$ cat config.mk
export PLATFORM = sky130hd
export DESIGN_NAME = frame_packer
export DESIGN_NICKNAME = d
export VERILOG_FILES = /design/src/rtl/frame_packer.sv
export SDC_FILE = /design/constraint.sdc
export NUM_CORES = 1
export LEC_CHECK = 0
export ABC_AREA = 1
export BUFFER_PORTS_ARGS = -buffer_cell sky130_fd_sc_hd__buf_2
export CORE_UTILIZATION = 51
export DETAILED_ROUTE_END_ITERATION = 10
export GPL_ROUTABILITY_DRIVEN = 1
export MAX_ROUTING_LAYER = met4
export PLACE_DENSITY = 0.76
export SYNTH_ARGS = -nofsm -noshare
export SYNTH_HDL_FRONTEND = slang
export SYNTH_SLANG_ARGS = --single-unit
$ cat constraint.sdc
create_clock -name clk -period 4.34 [get_ports clk]
set_clock_uncertainty 0.1 [all_clocks]
set_input_delay 0.434 -clock clk [delete_from_list [all_inputs] [get_ports clk]]
set_output_delay 0.434 -clock clk [all_outputs]
set_load 0.03 [all_outputs]
$ cat src/rtl/frame_packer.sv
// frame_packer: snapshots a frame of counter words and streams it to a UART
// transmitter as header (A5 5A SEQ DROPS), payload bytes and a checksum byte.
module frame_packer #(
   parameter int NUM_WORDS  = 4,
   parameter int RESOLUTION = 16
) (
   input  logic                            clk,
   input  logic                            reset,
   input  logic [NUM_WORDS*RESOLUTION-1:0] frame_data,
   input  logic                            frame_strobe,
   output logic [7:0]                      tx_byte,
   output logic                            tx_valid,
   input  logic                            tx_ready,
   output logic                            busy,
   output logic                            overflow
);

   localparam int DATA_W    = NUM_WORDS * RESOLUTION;
   localparam int NUM_BYTES = DATA_W / 8;
   localparam int IDX_W     = (NUM_BYTES > 4) ? $clog2(NUM_BYTES) : 2;

   localparam logic [IDX_W-1:0] IDX_SEQ  = IDX_W'(2);
   localparam logic [IDX_W-1:0] LAST_HDR = IDX_W'(3);
   localparam logic [IDX_W-1:0] LAST_PAY = IDX_W'(NUM_BYTES - 1);

   typedef enum logic [1:0] {IDLE, HEADER, PAYLOAD, CHECK} state_t;

   state_t            state, state_next;
   logic [IDX_W-1:0]  idx, idx_next;
   logic [DATA_W-1:0] snapshot;
   logic [7:0]        seq;        // frame counter, bumps when CHECK transfers
   logic [7:0]        drop_cnt;   // frames dropped since the last latch
   logic [7:0]        drops;      // drop count carried in the current header
   logic [7:0]        csum;       // running sum of SEQ, DROPS and payload
   logic              xfer;       // a byte moves this cycle
   logic              latch;      // capture frame_data and start a frame
   logic              drop;       // strobe arrived while busy, frame lost
   logic              sum_byte;   // current byte contributes to the checksum

   assign xfer = tx_valid & tx_ready;

   // Next-state, byte selection and latch/drop decisions.
   always_comb begin
      // NOTE: every output of this block gets a default first so no path leaves one unassigned (no latches).
      state_next = state;
      idx_next   = idx;
      latch      = 1'b0;
      sum_byte   = 1'b0;
      tx_byte    = 8'h00;
      tx_valid   = (state != IDLE);
      busy       = (state != IDLE);
      unique case (state)
         IDLE: begin
            if (frame_strobe) begin
               latch      = 1'b1;
               state_next = HEADER;
               idx_next   = '0;
            end
         end
         HEADER: begin
            if (idx == '0)           tx_byte = 8'hA5;
            else if (idx == IDX_W'(1)) tx_byte = 8'h5A;
            else if (idx == IDX_SEQ) tx_byte = seq;
            else                     tx_byte = drops;
            sum_byte = (idx >= IDX_SEQ);
            if (xfer) begin
               if (idx == LAST_HDR) begin
                  state_next = PAYLOAD;
                  idx_next   = '0;
               end else begin
                  idx_next = idx + IDX_W'(1);
               end
            end
         end
         PAYLOAD: begin
            // Word k sits at bit k*RESOLUTION, LSB first, so payload byte p is
            // simply byte p of the snapshot.
            tx_byte  = snapshot[8*int'(idx) +: 8];
            sum_byte = 1'b1;
            if (xfer) begin
               if (idx == LAST_PAY) begin
                  state_next = CHECK;
                  idx_next   = '0;
               end else begin
                  idx_next = idx + IDX_W'(1);
               end
            end
         end
         CHECK: begin
            tx_byte = csum;
            if (xfer) begin
               idx_next = '0;
               // A strobe on the final transfer chains straight into a new frame.
               if (frame_strobe) begin
                  latch      = 1'b1;
                  state_next = HEADER;
               end else begin
                  state_next = IDLE;
               end
            end
         end
         default: state_next = IDLE;
      endcase
      drop = frame_strobe & (state != IDLE) & ~latch;
   end

   // State, counters, checksum and sticky overflow.
   always_ff @(posedge clk) begin
      // NOTE: sequential state is written with non-blocking assignments only.
      if (reset) begin
         state    <= IDLE;
         idx      <= '0;
         seq      <= 8'h00;
         drop_cnt <= 8'h00;
         drops    <= 8'h00;
         csum     <= 8'h00;
         overflow <= 1'b0;
      end else begin
         state <= state_next;
         idx   <= idx_next;
         if (state == CHECK && xfer) seq <= seq + 8'd1;
         if (latch) begin
            drops    <= drop_cnt;
            drop_cnt <= 8'h00;
            csum     <= 8'h00;
         end else begin
            if (drop) begin
               overflow <= 1'b1;
               if (drop_cnt != 8'hFF) drop_cnt <= drop_cnt + 8'd1;
            end
            if (xfer && sum_byte) csum <= csum + tx_byte;
         end
      end
   end

   // Frame snapshot, written only on latch.
   always_ff @(posedge clk) begin
      // NOTE: the snapshot is a data register with no reset; it is always rewritten before it is read.
      if (latch && !reset) snapshot <= frame_data;
   end

endmodule

* After elaboration in Yosys (flattened, before gate mapping)
Cells that the tools add are included.
** Operators by class
- $add $sub $neg :: 4
- Order comparisons :: 1
- Shift operators :: 1
- Bitwise logic cells :: 4
- Multiplexer cells :: 23
- Reductions and logical operators :: 12
- Equal/unequal tests :: 14
** Operators by type and width (count)
- 64-bit by 7-bit variable part select with 8-bit output :: 1
- 8-bit two-way mux :: 3
- 8-bit case mux with 3 select lines :: 1
- 3-bit two-way mux :: 6
- 8-bit by 1-bit adder with 8-bit output (second input constant) :: 2
- 2-bit two-way mux :: 6
- 2-bit inequality test (second input constant) :: 6
- 3-bit case mux with 4 select lines :: 1
- 8-bit adder :: 1
- 8-bit inequality test (second input constant) :: 1
- 2-bit case mux with 4 select lines :: 1
- 3-bit by 2-bit == test with 1-bit output (second input constant) :: 2
- 6-bit AND reduction :: 1
- 2-bit == test (second input constant) :: 2
- 1-bit case mux with 2 select lines :: 2
- 2-bit AND reduction :: 2
- 4-bit AND reduction :: 1
- 3-bit by 1-bit adder with 3-bit output (second input constant) :: 1
- 1-bit AND :: 3
- 3-bit by 1-bit == test with 1-bit output (second input constant) :: 1
- 3-bit == test (second input constant) :: 1
- 3-bit by 2-bit >= comparator with 1-bit output (second input constant) :: 1
- 1-bit logical AND :: 3
- 3-bit logical NOT :: 1
- 7 further kinds :: 9
** Word-level totals
- Logic and storage cells :: 67
- Input bits :: 68
- Register bits :: 102
- Output and inout bits :: 11

* Logic depth before layout (Yosys ltp)
- Depth in word-level cells :: 7
- Gate-level depth with buffers :: 21
- Mapped depth without buffers :: 19

* Worst setup path after synthesis
No wires, ideal clock.
- Path type :: flip-flop to flip-flop
- From :: reg state[0]
- To :: reg drops[0]
- Path slack :: -0.468 ns
- Path buffers :: 1
- Library setup time :: 0.092 ns
- Stages on the path, launching flop included :: 11
- Arrival :: 4.616 ns
- Data required time :: 4.148 ns
- Period minus slack after synthesis :: 4.808 ns
- Cells stage by stage :: dfxtp_1 -> inv_1 -> ha_1 -> buf_6 -> inv_4 -> nand2_4 -> nor2_4 -> o21ai_2 -> nor2_1 -> inv_1 -> o21ai_0
** Between the ends
- Word-level cells in the longest chain between the ends :: 4
- Elaborated cells between the ends (all ways) :: 6
- Those cells by class :: 1 x eq/ne; 2 x mux; 1 x bitwise; 2 x reduce/logical
** Ends and longest elaborated chain
- from (decl) :: line 28 : state_t state, state_next;
- from (signal assigned) :: line 119 : state <= state_next;
- 2-bit nonzero test
- net busy :: line 14 : output logic busy,
- 1-bit AND :: line 40 : assign xfer = tx_valid & tx_ready;
- 1-bit two-way mux :: line 91 : if (xfer) begin
- 1-bit case mux with 2 select lines :: line 52 : unique case (state)
- to (signal assigned) :: line 123 : drops <= drop_cnt;
- to (decl) :: line 33 : logic [7:0] drops;
The timed path passes the listed nets, and every way through them passes these cells.
A chain may end at the register's enable or synchronous reset.

* Worst setup path in the final report
- From :: reg idx[1]
- To :: reg csum[6]
** Between the ends
- Word-level cells in the longest chain between the ends :: 6
- Elaborated cells between the ends (all ways) :: 12
- Those cells by class :: 1 x add/sub; 1 x order compare; 2 x eq/ne; 1 x shift; 5 x mux; 2 x reduce/logical
** Ends and longest elaborated chain
- from (decl) :: line 29 : logic [IDX_W-1:0] idx, idx_next;
- from (signal assigned) :: line 120 : idx <= idx_next;
- parallel branches: the longest is 6 deep, another holds 8-bit adder
- to (signal assigned) :: line 131 : if (xfer && sum_byte) csum <= csum + tx_byte;
- to (decl) :: line 34 : logic [7:0] csum;
Several ways; the timed one is not identified.

==> reports/results.tsv <==
metric	value	unit
vias per std cell	5.47	
global-route wire length before repair	16.9	mm
setup violators final	0	
critical path class	flip-flop to flip-flop	
post-cts gate resize count	0	
I/O Pins	79	
Worst-path clk slew	100	ps
storage element area	2680	um^2
CTS Sinks	102	
count leader, synth	nand2_1	
LEAKAGE	2.17	nW
layout cell share with drive strength beyond 1	0.202	
Worst setup SP type	flip-flop	
worst path required time	4510	ps
RSZ-0062 raised after global routing	false	
Hold Vio Cnt, Final	0	
ys async rst share	0	
Post-CTS Setup Bufs	0	
worst vdd ir	301	uV
Syn Std Cell Area	4800	um^2
Distinct cells, synth	37	
status	finished, final reports clean	
CTS tree	built	
Syn-to-layout area delta	13.6	%
Root Driver	clkbuf_8	
Synth Flop Type	edfxtp_1	
GR Overflow Total	0	
initial DRC count	238	
post-synth top area share	0.400	
syn nets	590	
area of the multi-input gates	1820	um^2
die area	9810	um^2
Die Span Y	99.1	um
input/output buffers	78	
antenna violations before repair	0	
Max Cap Viol	0	
max-slew violation count	0	
Filler Cell Count	775	
total track usage	0.228	
Synth area leader	edfxtp_1	
Critical Path Sink Type	flip-flop	
Fmax achieved	274	MHz
Mapped Cells	501	
synth cell count leaders	nand2_1, edfxtp_1, o21ai_0	
Avg Inst Size Synth	9.59	um^2
ANT nets after route	0	
tightest hold margin	130	ps
Post-DP HPWL	7.35	mm
RD Place Congestion	0.982	
fin crit period	3650	ps
initial core utilization	0.522	
1st-pass router iterations	8	
Syn. warnings	0	
routed len/inst	14.7	um
number of flops mapped to enable cells by yosys	64	
Skew-Pair Late Insertion Delay	370	ps
vias in the first global route	3577	
Die Width	99.1	um
# DRC	0	
row cnt	35	
clock tree buffer depth	2	
H-tree levels	3	
P per Cell Area	530	nW/um^2
fin crit share	0.841	
worst min-delay path class	input pin to flip-flop	
Num CTS Buffers	9	
hold buffer count at cts	0	
final wirelength	10.2	mm
Setup TNS Final	0	ps
CP arrival	3820	ps
Synth area leaders	edfxtp_1, dfxtp_1, o21ai_0	
nets	664	
CORE AREA	9200	um^2
Rel. slew slack	0.482	
worst slew pin tran	778	ps
critical path peak fanout	13	
share of the yosys chip area belonging to registers	0.558	
largest net degree at the start of global routing	65	
DR vias	3778	
number of synthesized register bits	102	
Antenna diodes	0	
[worst max-delay path, stage by stage (launching register included)]
cell      delay (ps)
dfxtp_1          570
buf_4            230
ha_1             210
nand2_1          230
inv_1            170
nor2_1            50
o21ai_0          200
nand2_1           70
a31oi_1          210
ha_1             200
inv_1             60
fa_1             400
o21ai_0          310
a21oi_1          110
o21bai_1         160
xor2_1            90
o21bai_1         130
inv_1             50
[through the flow]
| stage | cells | area, um^2 | util | total power [W] | worst slack (ps) |
|---|---|---|---|---|---|
| global route | 691 | 5460 | 0.593 | 0.00308 | 373 |
| global placement | 675 | 5270 | 0.573 | 0.00230 | 927 |
| finish | 691 | 5460 | 0.593 | 0.00289 | 691 |
| detailed placement | 675 | 5270 | 0.573 | 0.00232 | 787 |
| floorplan | 501 | 4810 | - | 0.00207 | 441 |
| CTS | 691 | 5460 | 0.593 | 0.00289 | 751 |
[kinds of logic after synthesis]
logic type / after synthesis / share of synthesized area
and+or+nand+nor: 157 / 0.144
AOI/OAI and AO/OA: 140 / 0.166
DFF: 102 / 0.558
buffers and inverters: 75 / 0.0646
adders and majority gates: 21 / 0.0563
xor gates and xnor gates: 6 / 0.0109
[sequential cells by signal (all words and copies together), names as in the netlist]
register and cells:
state 2, snapshot 64, seq 8, drops 8, overflow 1, idx 3, drop_cnt 8, csum 8
[cells in the final DEF, fill, tap and decap left out, types with 3 or more instances in the layout]
cell      count
a21oi_1      35
a31oi_1      10
buf_2        78
buf_4         4
clkbuf_8      9
dfxtp_1      38
edfxtp_1     64
ha_1         20
inv_1        46
inv_2         8
inv_6         4
nand2_1      73
nand3_1      18
nand4_1       3
nor2_1       51
nor2_4        3
nor3_1        4
o211ai_1      3
o21ai_0      64
o21bai_1      4
o221ai_1      7
o22ai_1       9
xor2_1        4
[path summary, 6_finish.rpt]
path,startpoint,end,slack (ps),depth (start not counted)
worst max-delay path,idx[1]$_SDFFE_PP0P_,csum[6]$_SDFFE_PP0P_,690,17
worst min-delay path,frame_data[34],snapshot[34]$_DFFE_PP_,130,1
worst max register to register,idx[1]$_SDFFE_PP0P_,csum[6]$_SDFFE_PP0P_,690,17
worst min register to register,drops[3]$_SDFFE_PP0P_,drops[3]$_SDFFE_PP0P_,360,2
[area by class of cell]
| type | instances | share of cell area |
|---|---|---|
| well taps | 111 | 0.0255 |
| multi-input cells | 324 | 0.333 |
| flip-flops and latches | 102 | 0.492 |
| inverters | 56 | 0.0390 |
| repair buffers | 82 | 0.0770 |
| clock inverters | 7 | 0.0110 |
| clock buffers | 9 | 0.0227 |
[power by group]
part	internal [W]	switching [W]	leakage (nW)	total [W]
sequential	0.00118	0.0000506	0.894	0.00123
clock	0.000221	0.000348	0.0969	0.000569
combinational	0.000322	0.000773	1.18	0.00109
total	0.00172	0.00117	2.17	0.00289
[layer usage]
metal | wire, um | track usage | vias to the layer above
li1 | - | - | 1875
met1 | 4500 | 0.295 | 1727
met2 | 4940 | 0.360 | 157
met3 | 587 | 0.0532 | 19
met4 | 149 | 0.0679 | 0
met5 | 0 | - | -
Note: power is estimated with default switching activity, not from simulation.
